### src/rtl/rs_entry_allocator.sv
`default_nettype none
// ============================================================================
// Module   : rs_entry_allocator
// Function : Reservation-station entry bookkeeping. Grants up to two free
//            entries per cycle, frees the entry being issued, and keeps a
//            dense age rank per busy entry for the oldest-first selector.
// Options  : define RS_FLUSH_EN to add a synchronous 'flush' input.
// Revision : 1.0  initial release
// ============================================================================
module rs_entry_allocator #(
  parameter int ENTNUM  = 8,
  parameter int ENTLEN  = 3,
  parameter int RANKLEN = ENTLEN,
  parameter int VALLEN  = RANKLEN + 1
) (
  input  logic                       clk,
  input  logic                       reset_x,
`ifdef RS_FLUSH_EN
  input  logic                       flush,
`endif
  input  logic [1:0]                 req_num,
  output logic                       alloc_ok,
  output logic [ENTLEN-1:0]          alloc_ent1,
  output logic [ENTLEN-1:0]          alloc_ent2,
  input  logic                       issue_valid,
  input  logic [ENTLEN-1:0]          issue_ent,
  output logic [ENTNUM-1:0]          busyvec,
  output logic [ENTNUM*VALLEN-1:0]   valvec,
  output logic [ENTNUM*ENTLEN-1:0]   entvec,
  output logic [ENTLEN:0]            free_cnt,
  output logic                       full
);

  logic [ENTNUM-1:0]  busy;
  logic [RANKLEN-1:0] rank     [ENTNUM];
  logic [ENTNUM-1:0]  busy_nxt;
  logic [RANKLEN-1:0] rank_nxt [ENTNUM];

  logic [ENTLEN:0]    busycount;
  logic [1:0]         req_eff;
  logic               flush_now;
  logic               issue_hit;
  logic               do_alloc;
  logic [RANKLEN-1:0] issue_rank;
  logic [RANKLEN-1:0] new_rank;
  logic               found1;
  logic               found2;

`ifdef RS_FLUSH_EN
  assign flush_now = flush;
`else
  assign flush_now = 1'b0;
`endif

  // Encoding 3 is illegal on req_num and behaves as no request.
  assign req_eff = (req_num == 2'd3) ? 2'd0 : req_num;

  // Count busy entries; free count and full flag derive from registered state only.
  always_comb begin
    busycount = '0;
    for (int i = 0; i < ENTNUM; i++) begin
      busycount = busycount + (ENTLEN+1)'(busy[i]);
    end
  end

  assign free_cnt = (ENTLEN+1)'(ENTNUM) - busycount;
  assign full     = (free_cnt == '0);
  assign alloc_ok = !flush_now && (free_cnt >= (ENTLEN+1)'(req_eff));
  assign do_alloc = alloc_ok && (req_eff != 2'd0);

  // Pick the lowest and next-lowest free entries; zero when none exists.
  always_comb begin
    alloc_ent1 = '0;
    alloc_ent2 = '0;
    found1     = 1'b0;
    found2     = 1'b0;
    for (int i = 0; i < ENTNUM; i++) begin
      if (!busy[i]) begin
        if (!found1) begin
          alloc_ent1 = ENTLEN'(i);
          found1     = 1'b1;
        end else if (!found2) begin
          alloc_ent2 = ENTLEN'(i);
          found2     = 1'b1;
        end
      end
    end
  end

  assign issue_hit  = issue_valid && busy[issue_ent];
  assign issue_rank = rank[issue_ent];
  // New entries queue behind every entry that survives this cycle's issue.
  assign new_rank   = RANKLEN'(busycount - (ENTLEN+1)'(issue_hit));

  // Next busy/rank state: issue frees and compacts ranks, allocation appends.
  always_comb begin
    for (int i = 0; i < ENTNUM; i++) begin
      busy_nxt[i] = busy[i];
      rank_nxt[i] = rank[i];
      if (issue_hit && (ENTLEN'(i) == issue_ent)) begin
        busy_nxt[i] = 1'b0;
        rank_nxt[i] = '0;
      end else if (issue_hit && busy[i] && (rank[i] > issue_rank)) begin
        rank_nxt[i] = rank[i] - 1'b1;
      end
      if (do_alloc && (ENTLEN'(i) == alloc_ent1)) begin
        busy_nxt[i] = 1'b1;
        rank_nxt[i] = new_rank;
      end
      if (do_alloc && (req_eff == 2'd2) && (ENTLEN'(i) == alloc_ent2)) begin
        busy_nxt[i] = 1'b1;
        rank_nxt[i] = new_rank + 1'b1;
      end
    end
  end

  // State register; flush (when present) wins over issue and allocation.
  always_ff @(posedge clk or negedge reset_x) begin
    if (!reset_x) begin
      busy <= '0;
      for (int i = 0; i < ENTNUM; i++) rank[i] <= '0;
    end else if (flush_now) begin
      busy <= '0;
      for (int i = 0; i < ENTNUM; i++) rank[i] <= '0;
    end else begin
      busy <= busy_nxt;
      for (int i = 0; i < ENTNUM; i++) rank[i] <= rank_nxt[i];
    end
  end

  assign busyvec = busy;

  generate
    for (genvar g = 0; g < ENTNUM; g++) begin : g_ent
      assign valvec[g*VALLEN +: VALLEN] = {~busy[g], rank[g]};
      assign entvec[g*ENTLEN +: ENTLEN] = ENTLEN'(g);
    end
  endgenerate

endmodule
`default_nettype wire

### config.mk
export PLATFORM = sky130hd
export DESIGN_NAME = rs_entry_allocator
export DESIGN_NICKNAME = d
export VERILOG_FILES = /design/src/rtl/rs_entry_allocator.sv
export SDC_FILE = /design/constraint.sdc
export NUM_CORES = 1
export LEC_CHECK = 0
export CORE_UTILIZATION = 48
export DETAILED_ROUTE_END_ITERATION = 16
export GPL_TIMING_DRIVEN = 0
export HOLD_SLACK_MARGIN = 0.15
export PLACE_DENSITY_LB_ADDON = 0.1
export SLEW_MARGIN = 20
export SYNTH_ARGS = -nofsm -noshare
export SYNTH_HDL_FRONTEND = slang
export SYNTH_SLANG_ARGS = --single-unit
### constraint.sdc
create_clock -name clk -period 4.65 [get_ports clk]
set_clock_uncertainty 0.1 [all_clocks]
set_input_delay 0.93 -clock clk [delete_from_list [all_inputs] [get_ports clk]]
set_output_delay 0.93 -clock clk [all_outputs]
set_load 0.01 [all_outputs]
==> metrics.yaml, run 1 <==
insertion_delay_ns: 0.31
nNetsFinal: 659
ys_seq_area_share_pct: 20.0
grt_remaining_overflow: 0
grt_pass1_vias: 3997
vias: 4275
synth.distinct_cells: 76
cp.required_ns: 4.75
period_needed_ns: 5.20
rsz0062_at_grt: "true"
final_area_mm2: 0.00578
clock_sinks: 32
rows: 32
tritoncts: "yes"
die_x_um: 93.3
avgSynthCellArea_um2: 8.67
start_util_pct: 50.8
port_buffers: 58
grt_pass1_wl_mm: 20.7
drtIter0Drc: 335
status: "finished with violations"
worstMarginPinSlew_ns: 1.12
nFillCells: 561
antenna_left: 0
area_growth_pct: 44.3
ios: 84
synth_flop_cell: "dfrtp_1"
drive_gt1_share_pct: 28.7
clockBufferDepth: 2
violations: "setup timing"
cts_max_level: 2
synth-edff-count: 0
critPathMostFrequentCell: "fa_1"
hold_viol: 0
critPathSlowestCell: "fa_2"
arrival_ns: 5.30
max_freq_mhz: 192
antenna_found_initial: 0
gp_congestion: 0.942
grt_usage_pct: 31.1
critPathKind: "reg2reg"
clk_pin_slew_ns: 0.07
synthCells: 462
path_cells: "fa_1 > inv_1 > fa_1 > fa_1 > inv_1 > ha_2 > inv_2 > fa_2 > buf_4 > inv_2 > a2111o_1 > buf_6 > a31oi_4 > buf_6 > or4b_4 > or3_4 > o311ai_4"
cp-end-kind: "flop"
cp-start-kind: "flop"
timing.max_cap.violations: 0
maxSlewViolCount: 0
worstPathMaxFanout: 5
min_path_type: "in2async"
dp_hpwl_mm: 9.05
synthArstFlopShare_pct: 100
critPathMaxStageDelay_ns: 0.59
setup_viol: 37
wire_per_inst_um: 18.9
routed_wl_mm: 13.3
cts_root_buf: "clkbuf_8"
vias_per_cell: 6.09
die_h_um: 93.3
firstDrtPassIters: 6
synth_warnings: 0
whs_ns: 0.452
core_area_mm2: 0.00789
place_ws_ns: -0.696
antenna_cells: 0
grt_max_degree: 19
netlist_area_mm2: 0.00400
ys_seq_elements: 32
fin_ws_ns: -0.554
dieArea_mm2: 0.00871
post-route-period-util_pct: 112
placed_cell_area_mm2: 0.00491
cts_buffers: 5
relSlewSlack_pct: 24.4
drc: 0
==> stage by stage <==
| step | instances | util [%] | TNS, ns |
|---|---|---|---|
| finish | 702 | 73.2 | -13.96 |
| global route | 702 | 73.2 | -20.11 |
| CTS | 687 | 70.6 | -9.81 |
| detailed placement | 645 | 62.3 | -14.60 |
| global placement | 644 | 61.9 | -16.87 |
| floorplan | 484 | - | -0.209 |
==> flip-flops by register name (all words and copies together) (netlist names) <==
name     flops
valvec      24
busyvec      8
==> cell usage after synthesis, types with 6 or more instances <==
cell	instances	area share, %
ha_1	48	15
inv_1	46	4.3
dfrtp_1	32	20
nand2_1	31	2.9
buf_4	26	4.9
nand3_1	26	3.2
nor2_1	22	2.1
o21ai_0	16	2.0
mux2i_1	15	3.7
a21oi_1	10	1.3
nor2b_1	10	1.6
xnor2_1	10	2.2
nand4_1	8	1.3
and3_1	7	1.1
o2111ai_1	7	1.5
o211a_1	7	1.8
xor2_1	7	1.5
buf_2	6	0.75
mux4_2	6	3.4
nor3_1	6	0.75
o211ai_1	6	1.1
==> placed cells by master (no fill, tap or decap), drive strengths merged, types with 3 or more instances in the layout <==
| cell type | n |
|---|---|
| a221oi | 3 |
| o21a | 5 |
| xor2 | 7 |
| nand3b | 4 |
| inv | 48 |
| buf | 93 |
| dfrtp | 32 |
| nor4 | 6 |
| a211o | 4 |
| mux2i | 15 |
| o311ai | 3 |
| clkbuf | 9 |
| nand3 | 26 |
| clkdlybuf4s50 | 52 |
| nor3 | 7 |
| conb | 24 |
| fa | 4 |
| a31oi | 7 |
| a21oi | 11 |
| nand2b | 4 |
| nor2b | 10 |
| o21ai | 18 |
| nor2 | 22 |
| mux4 | 6 |
| o22ai | 4 |
| and3 | 7 |
| xnor2 | 10 |
| o31ai | 4 |
| or3 | 5 |
| nand4 | 9 |
| a211oi | 5 |
| o211a | 7 |
| o211ai | 6 |
| nand2 | 31 |
| ha | 48 |
| o2111ai | 7 |
==> worst paths after layout <==
check / startpoint / end / slack, ns / cells past startpoint
worst min register to register: valvec[20] / valvec[20] / 0.54 / 2
worst min-delay path: reset_x / busyvec[5] / 0.45 / 1
min in group clk: valvec[20] / valvec[20] / 0.54 / 2
worst max-delay path: busyvec[3] / valvec[0] / -0.55 / 17
worst max register to register: busyvec[3] / valvec[0] / -0.55 / 17
max in group asynchronous: reset_x / valvec[5] / 3.55 / 2
==> routing by layer <==
| metal | up-vias | GRT usage, % | part of all wire, % |
|---|---|---|---|
| li1 | 1933 | - | - |
| met1 | 2037 | 40.7 | 39 |
| met2 | 244 | 50.3 | 48 |
| met3 | 61 | 6.02 | 9.4 |
| met4 | 0 | 12.4 | 3.5 |
| met5 | - | 0 | 0 |
==> timing repair <==
action	4_1_cts	5_1_grt
gates resized for setup	77	26
endpoints found under the setup margin	37	37
endpoints found under the hold margin	0	0
setup buffers	35	16
pin swaps	37	18
hold buffers	0	0
==> area by class of cell <==
class                   instances  area [µm²]  area share, %
multi-input cells             362        3230           55.9
repair buffers                110        1050           18.2
well taps                     102         128           2.21
plain buffers                  39         269           4.66
flip-flops and latches         32         805           13.9
clock buffers                   6        72.6           1.26
inverters                      49         186           3.23
clock inverters                 2        35.0          0.606
==> logic make-up after synthesis <==
group           share of synthesized area (%)
xor+xnor                                 4.31
flops                                    20.0
simple gates                             20.9
compound gates                           18.4
mux                                      7.41
buf+inv                                  11.5
fa+ha+maj                                17.3
other cells                             0.188
==> critical path: cells and delay by family, from the launching register on <==
family / cells / cell delay (ns)
compound gates: 3 / 0.75
fa+ha+maj: 5 / 2.28
buf+inv: 7 / 0.67
flops: 1 / 0.42
simple gates: 2 / 0.88
Power of run 1 is not shown: default switching activity piles up to over one toggle a cycle in this logic, so the estimate is an artifact.
==> run 2, diff against run 1 <==
Settings changed: ABC_CLOCK_PERIOD_IN_PS set to 4650.
==> results of run 2 <==
No change in the layout: final DEF, timing and power equal those of run 1.
Power of run 2 is left out for the same reason.
==> run 3, diff against run 2 <==
Settings changed: MAX_ROUTING_LAYER set to met4.
==> metrics.yaml, run 3 (synthesis gave the netlist of run 1 again) <==
status: "finished with violations"  # unchanged
violations: "setup timing"  # unchanged
clockBufferDepth: 2  # unchanged
start_util_pct: 50.8  # unchanged
fin_tns_setup_ns: -10.39  # was -13.96 ns
wire_per_inst_um: 19.4  # was 18.9 µm
nNetsFinal: 650  # was 659
worstPathMaxFanout: 3  # was 5
cp-start-kind: "flop"  # unchanged
cts_max_level: 2  # unchanged
grt_pass1_wl_mm: 21.1  # was 20.7 mm
drc: 0  # unchanged
port_buffers: 58  # unchanged
cts_buffers: 5  # unchanged
critPathKind: "reg2out"  # was reg2reg
vias: 4212  # was 4275
r2r_end: "valvec[0]"  # unchanged
use_met1_pct: 39.4  # was 40.7%
final_cell_mix: "clkdlybuf4s50_1, buf_4, ha_1, inv_1, dfrtp_1"  # was buf_4, clkdlybuf4s50_1, ha_1, inv_1, dfrtp_1
tritoncts: "yes"  # unchanged
core_area_mm2: 0.00789  # unchanged
r2r_cells: 17  # unchanged
ios: 84  # unchanged
die_h_um: 93.3  # unchanged
timing.max_cap.violations: 0  # unchanged
fin_util_pct: 72.7  # was 73.2%
max_freq_mhz: 194  # was 192 MHz
final_area_mm2: 0.00573  # was 0.00578 mm²
clock_sinks: 32  # unchanged
arrival_ns: 4.13  # was 5.30 ns
antenna_left: 0  # unchanged
routed_wl_mm: 13.4  # was 13.3 mm
dp_hpwl_mm: 9.12  # was 9.05 mm
grt_remaining_overflow: 0  # unchanged
r2r_slack_ns: -0.46  # was -0.55 ns
reg2reg_from: "busyvec[3]"  # unchanged
cp.required_ns: 3.62  # was 4.75 ns
use_met2_pct: 52.1  # was 50.3%
insertion_delay_ns: 0.30  # was 0.31 ns
fin_ws_ns: -0.513  # was -0.554 ns
antenna_found_initial: 0  # unchanged
gp_congestion: 0.965  # was 0.942
use_met3_pct: 6.50  # was 6.02%
dieArea_mm2: 0.00871  # unchanged
cts_root_buf: "clkbuf_8"  # unchanged
firstDrtPassIters: 5  # was 6
post-route-period-util_pct: 111  # was 112%
drive_gt1_share_pct: 28.8  # was 28.7%
gr-max-usage-layer: "met2"  # unchanged
largest_register_ffs: 24  # unchanged
rsz0062_at_grt: "true"  # unchanged
setup_viol: 37  # unchanged
grt_max_degree: 29  # was 19
cp-end-kind: "output port"  # was flop
antenna_cells: 0  # unchanged
maxSlewViolCount: 0  # unchanged
worstMarginPinSlew_ns: 1.13  # was 1.12 ns
hold_viol: 0  # unchanged
area_growth_pct: 43.2  # was 44.3%
place_ws_ns: -0.733  # was -0.696 ns
die_x_um: 93.3  # unchanged
clk_pin_slew_ns: 0.07  # about the same
period_needed_ns: 5.16  # was 5.20 ns
grt_pass1_vias: 4096  # was 3997
relSlewSlack_pct: 23.4  # was 24.4%
placed_cell_area_mm2: 0.00491  # unchanged
rows: 32  # unchanged
cts_hold_buffers: 0  # unchanged
mostFrequentLayoutCell: "clkdlybuf4s50_1"  # was buf_4
grt_usage_pct: 32.6  # was 31.1%
vias_per_cell: 6.08  # was 6.09
drtIter0Drc: 370  # was 335
min_path_type: "in2async"  # unchanged
[run 3: stage by stage]
| step | hold WS, ns | cells |
|---|---|---|
| 4_1_cts | 0.352 | 684 |
| 3_3_place_gp | 0.504 | 644 |
| 5_1_grt | 0.355 | 693 |
| 6_report | 0.352 | 693 |
| 2_1_floorplan | 0.506 | 484 |
| 3_5_place_dp | 0.519 | 646 |
[run 3: final cells by class]
class,instances,area (µm²)
plain buffers,39,269
clock buffers,7,76.3
clock inverters,1,5.00
fillers,584,2150
inverters,49,186
multi-input cells,362,3280
flip-flops and latches,32,805
well taps,102,128
repair buffers,101,985
[run 3: layer usage]
layer  wire (µm)  share of wire (%)
met1        5300                 39
met2        6410                 48
met3        1200                9.0
met4         531                4.0
met5           0                  0
[run 3: critical path: stages (launching register included)]
cell      delay (ns)
dfrtp_2         0.42
fa_1            0.54
inv_1           0.05
fa_1            0.50
fa_1            0.43
inv_1           0.08
ha_2            0.18
inv_2           0.04
fa_2            0.59
ha_4            0.23
ha_4            0.24
a211oi_4        0.26
nand3_2         0.12
buf_6           0.13
[run 3: repair_timing]
| item | CTS | global route |
|---|---|---|
| resized for setup | 85 | 35 |
| endpoints found under the setup margin | 37 | 37 |
| pin swaps | 30 | 24 |
| buffers inserted | 30 | 17 |
| gates cloned | 1 | 0 |
[run 3: how the worst max path moves through the flow]
stage	from	endpoint	slack (ns)
finish	busyvec[3]	alloc_ok	-0.51
global route	busyvec[3]	alloc_ok	-0.61
floorplan	busyvec[3]	valvec[0]	-0.10
global placement	issue_ent[0]	valvec[8]	-1.01
CTS	busyvec[1]	alloc_ok	-0.50
detailed placement	issue_ent[0]	valvec[8]	-0.73
Power of run 3 is left out for the same reason.
==> RTL change (settings of run 3) <==
Change the parameter `ENTLEN` from 3 to 2.
--- a/src/rtl/rs_entry_allocator.sv
+++ b/src/rtl/rs_entry_allocator.sv
@@ -10,5 +10,5 @@
 module rs_entry_allocator #(
   parameter int ENTNUM  = 8,
-  parameter int ENTLEN  = 3,
+  parameter int ENTLEN  = 2,
   parameter int RANKLEN = ENTLEN,
   parameter int VALLEN  = RANKLEN + 1
Ports: changed (6 resized); port bits go from 84 to 64. No check against the original RTL was run, so the function may have changed too.
==> RTL change against run 3 <==
Core utilization decreased by 10 points. Sequential cell count decreased by 12. Routed wire length is 49% lower. Final area decreased by 44%. Worst setup slack better by 0.77 ns. Critical endpoint is now alloc_ent2[0]. Register-to-register slack gained 1.2 ns. Global-route usage fell by 6.7 points. Hold slack improved by 0.17 ns. Largest cell class unchanged. Synthesized area decreased by 36%.
==> RTL change: results (changes against run 3) <==
yosys:
  synthAdderAreaFrac_pct: 14.5  # was 17.3%
  synth.area.mux_share_pct: 2.65  # was 7.41%
  ys_seq_area_share_pct: 19.6  # was 20.0%
  synth-compound-area-share_pct: 26.8  # was 18.4%
  synth.distinct_cells: 65  # was 76
  synth_cells: 300  # was 462
  synth_common_cells: "ha_1 (28), buf_4 (27), nand2_1 (23), dfrtp_1 (20), inv_1 (18)"  # was ha_1 (48), inv_1 (46), dfrtp_1 (32), nand2_1 (31)
  synth_xor_area_share_pct: 3.78  # was 4.31%
  synth_area_leaders: "dfrtp_1 (20%), ha_1 (14%), buf_4 (8.0%)"  # was dfrtp_1 (20%), ha_1 (15%), buf_4 (4.9%)
route:
  drt-met1-wl_um: 3050  # was 5300 um
  viasPerCell: 5.71  # was 6.08
  finalWirelength_um: 6820  # was 13400 um
  first_pass_iters: 4  # was 5
  wl_met2_um: 3320  # was 6410 um
  met3WireLength_um: 437  # was 1200 um
  drt_iter0_drc: 214  # was 370
global_routing:
  track_usage_pct: 25.9  # was 32.6%
  gr-usage-met3_pct: 6.02  # was 6.50%
  met1_usage_pct: 33.7  # was 39.4%
  grt_pass1_wl_um: 10600  # was 21100 um
  grt_start_max_net_pins: 21  # was 29
place:
  dp_hpwl_um: 5260  # was 9120 um
  routabilityCongestion: 0.899  # was 0.965
  numPortBuffers: 46  # was 58
  place_area_um2: 3150  # was 4910 um2
die:
  fp.dieW_um: 74.9  # was 93.3 um
worst_setup_path:
  critPathMaxFanout: 10  # was 3
  rr_endpoint: "busyvec[3]"  # was valvec[0]
  reg2reg_depth: 9  # was 17
  ff2ff_setup_slack_ns: 0.71  # was -0.46 ns
  max_stage_delay_ns: 0.56  # was 0.59 ns
  cp_slowest_cell: "clkdlybuf4s50_1"  # was fa_2
  endpoint: "alloc_ent2[0]"  # was alloc_ok
  timing.rr.start: "busyvec[0]"  # was busyvec[3]
finish:
  seq_area_um2: 503  # was 805 um2
  bufAreaShareNonClock_pct: 22.0  # was 21.9%
  fin_cells: 434  # was 693
  nClkBuffers: 3  # was 7
  drive_above_1_share_pct: 15.4  # was 28.8%
  buffers: 81  # was 140
  num-fill-cells: 456  # was 584
  fin_nets: 402  # was 650
  design.seq.count: 20  # was 32
  nMultiInputCombCells: 240  # was 362
  nNonClkInverters: 20  # was 49
  largest_reg_flops: 16  # was 24
  multi_input_comb_area_um2: 1780  # was 3280 um2
  clkCellAreaFrac_pct: 1.29  # was 1.42%
status:
  status: "completed"  # was complete, but fails checks
clock_network:
  clock_latency_ns: 0.26  # was 0.30 ns
  cts.repair.resized: 0  # was 85
  postCtsSetupBuffers: 0  # was 30
  cts_max_level: 1  # was 2
timing:
  tightest_slew_ns: 0.754  # was 1.13 ns
[RTL change: cell types whose count changed after synthesis, moves of 6 or more]
| cell | delta |
|---|---|
| nor2_1 | -15 |
| o21ai_0 | -6 |
| ha_1 | -20 |
| inv_1 | -28 |
| dfrtp_1 | -12 |
| a31oi_1 | +6 |
| nand3_1 | -18 |
| mux2i_1 | -15 |
| o2111ai_1 | -7 |
| nand2_1 | -8 |
[RTL change: per-stage QoR]
stage	utilization (%)	hold slack [ns]	worst slack [ns]
5_1_grt	62.5	0.551	0.0458
6_report	62.5	0.526	0.258
4_1_cts	62.5	0.530	0.129
2_1_floorplan	-	0.509	1.15
3_3_place_gp	61.7	0.513	0.307
3_5_place_dp	61.7	0.506	0.234
[RTL change: worst max-delay path, delay by kind of cell, from the launching register on]
| family | cells | cell delay [ns] |
|---|---|---|
| buffers and inverters | 4 | 1.11 |
| and+or+nand+nor | 3 | 0.98 |
| adders and majority gates | 1 | 0.31 |
| AOI/OAI and AO/OA | 2 | 0.19 |
| DFF | 1 | 0.49 |
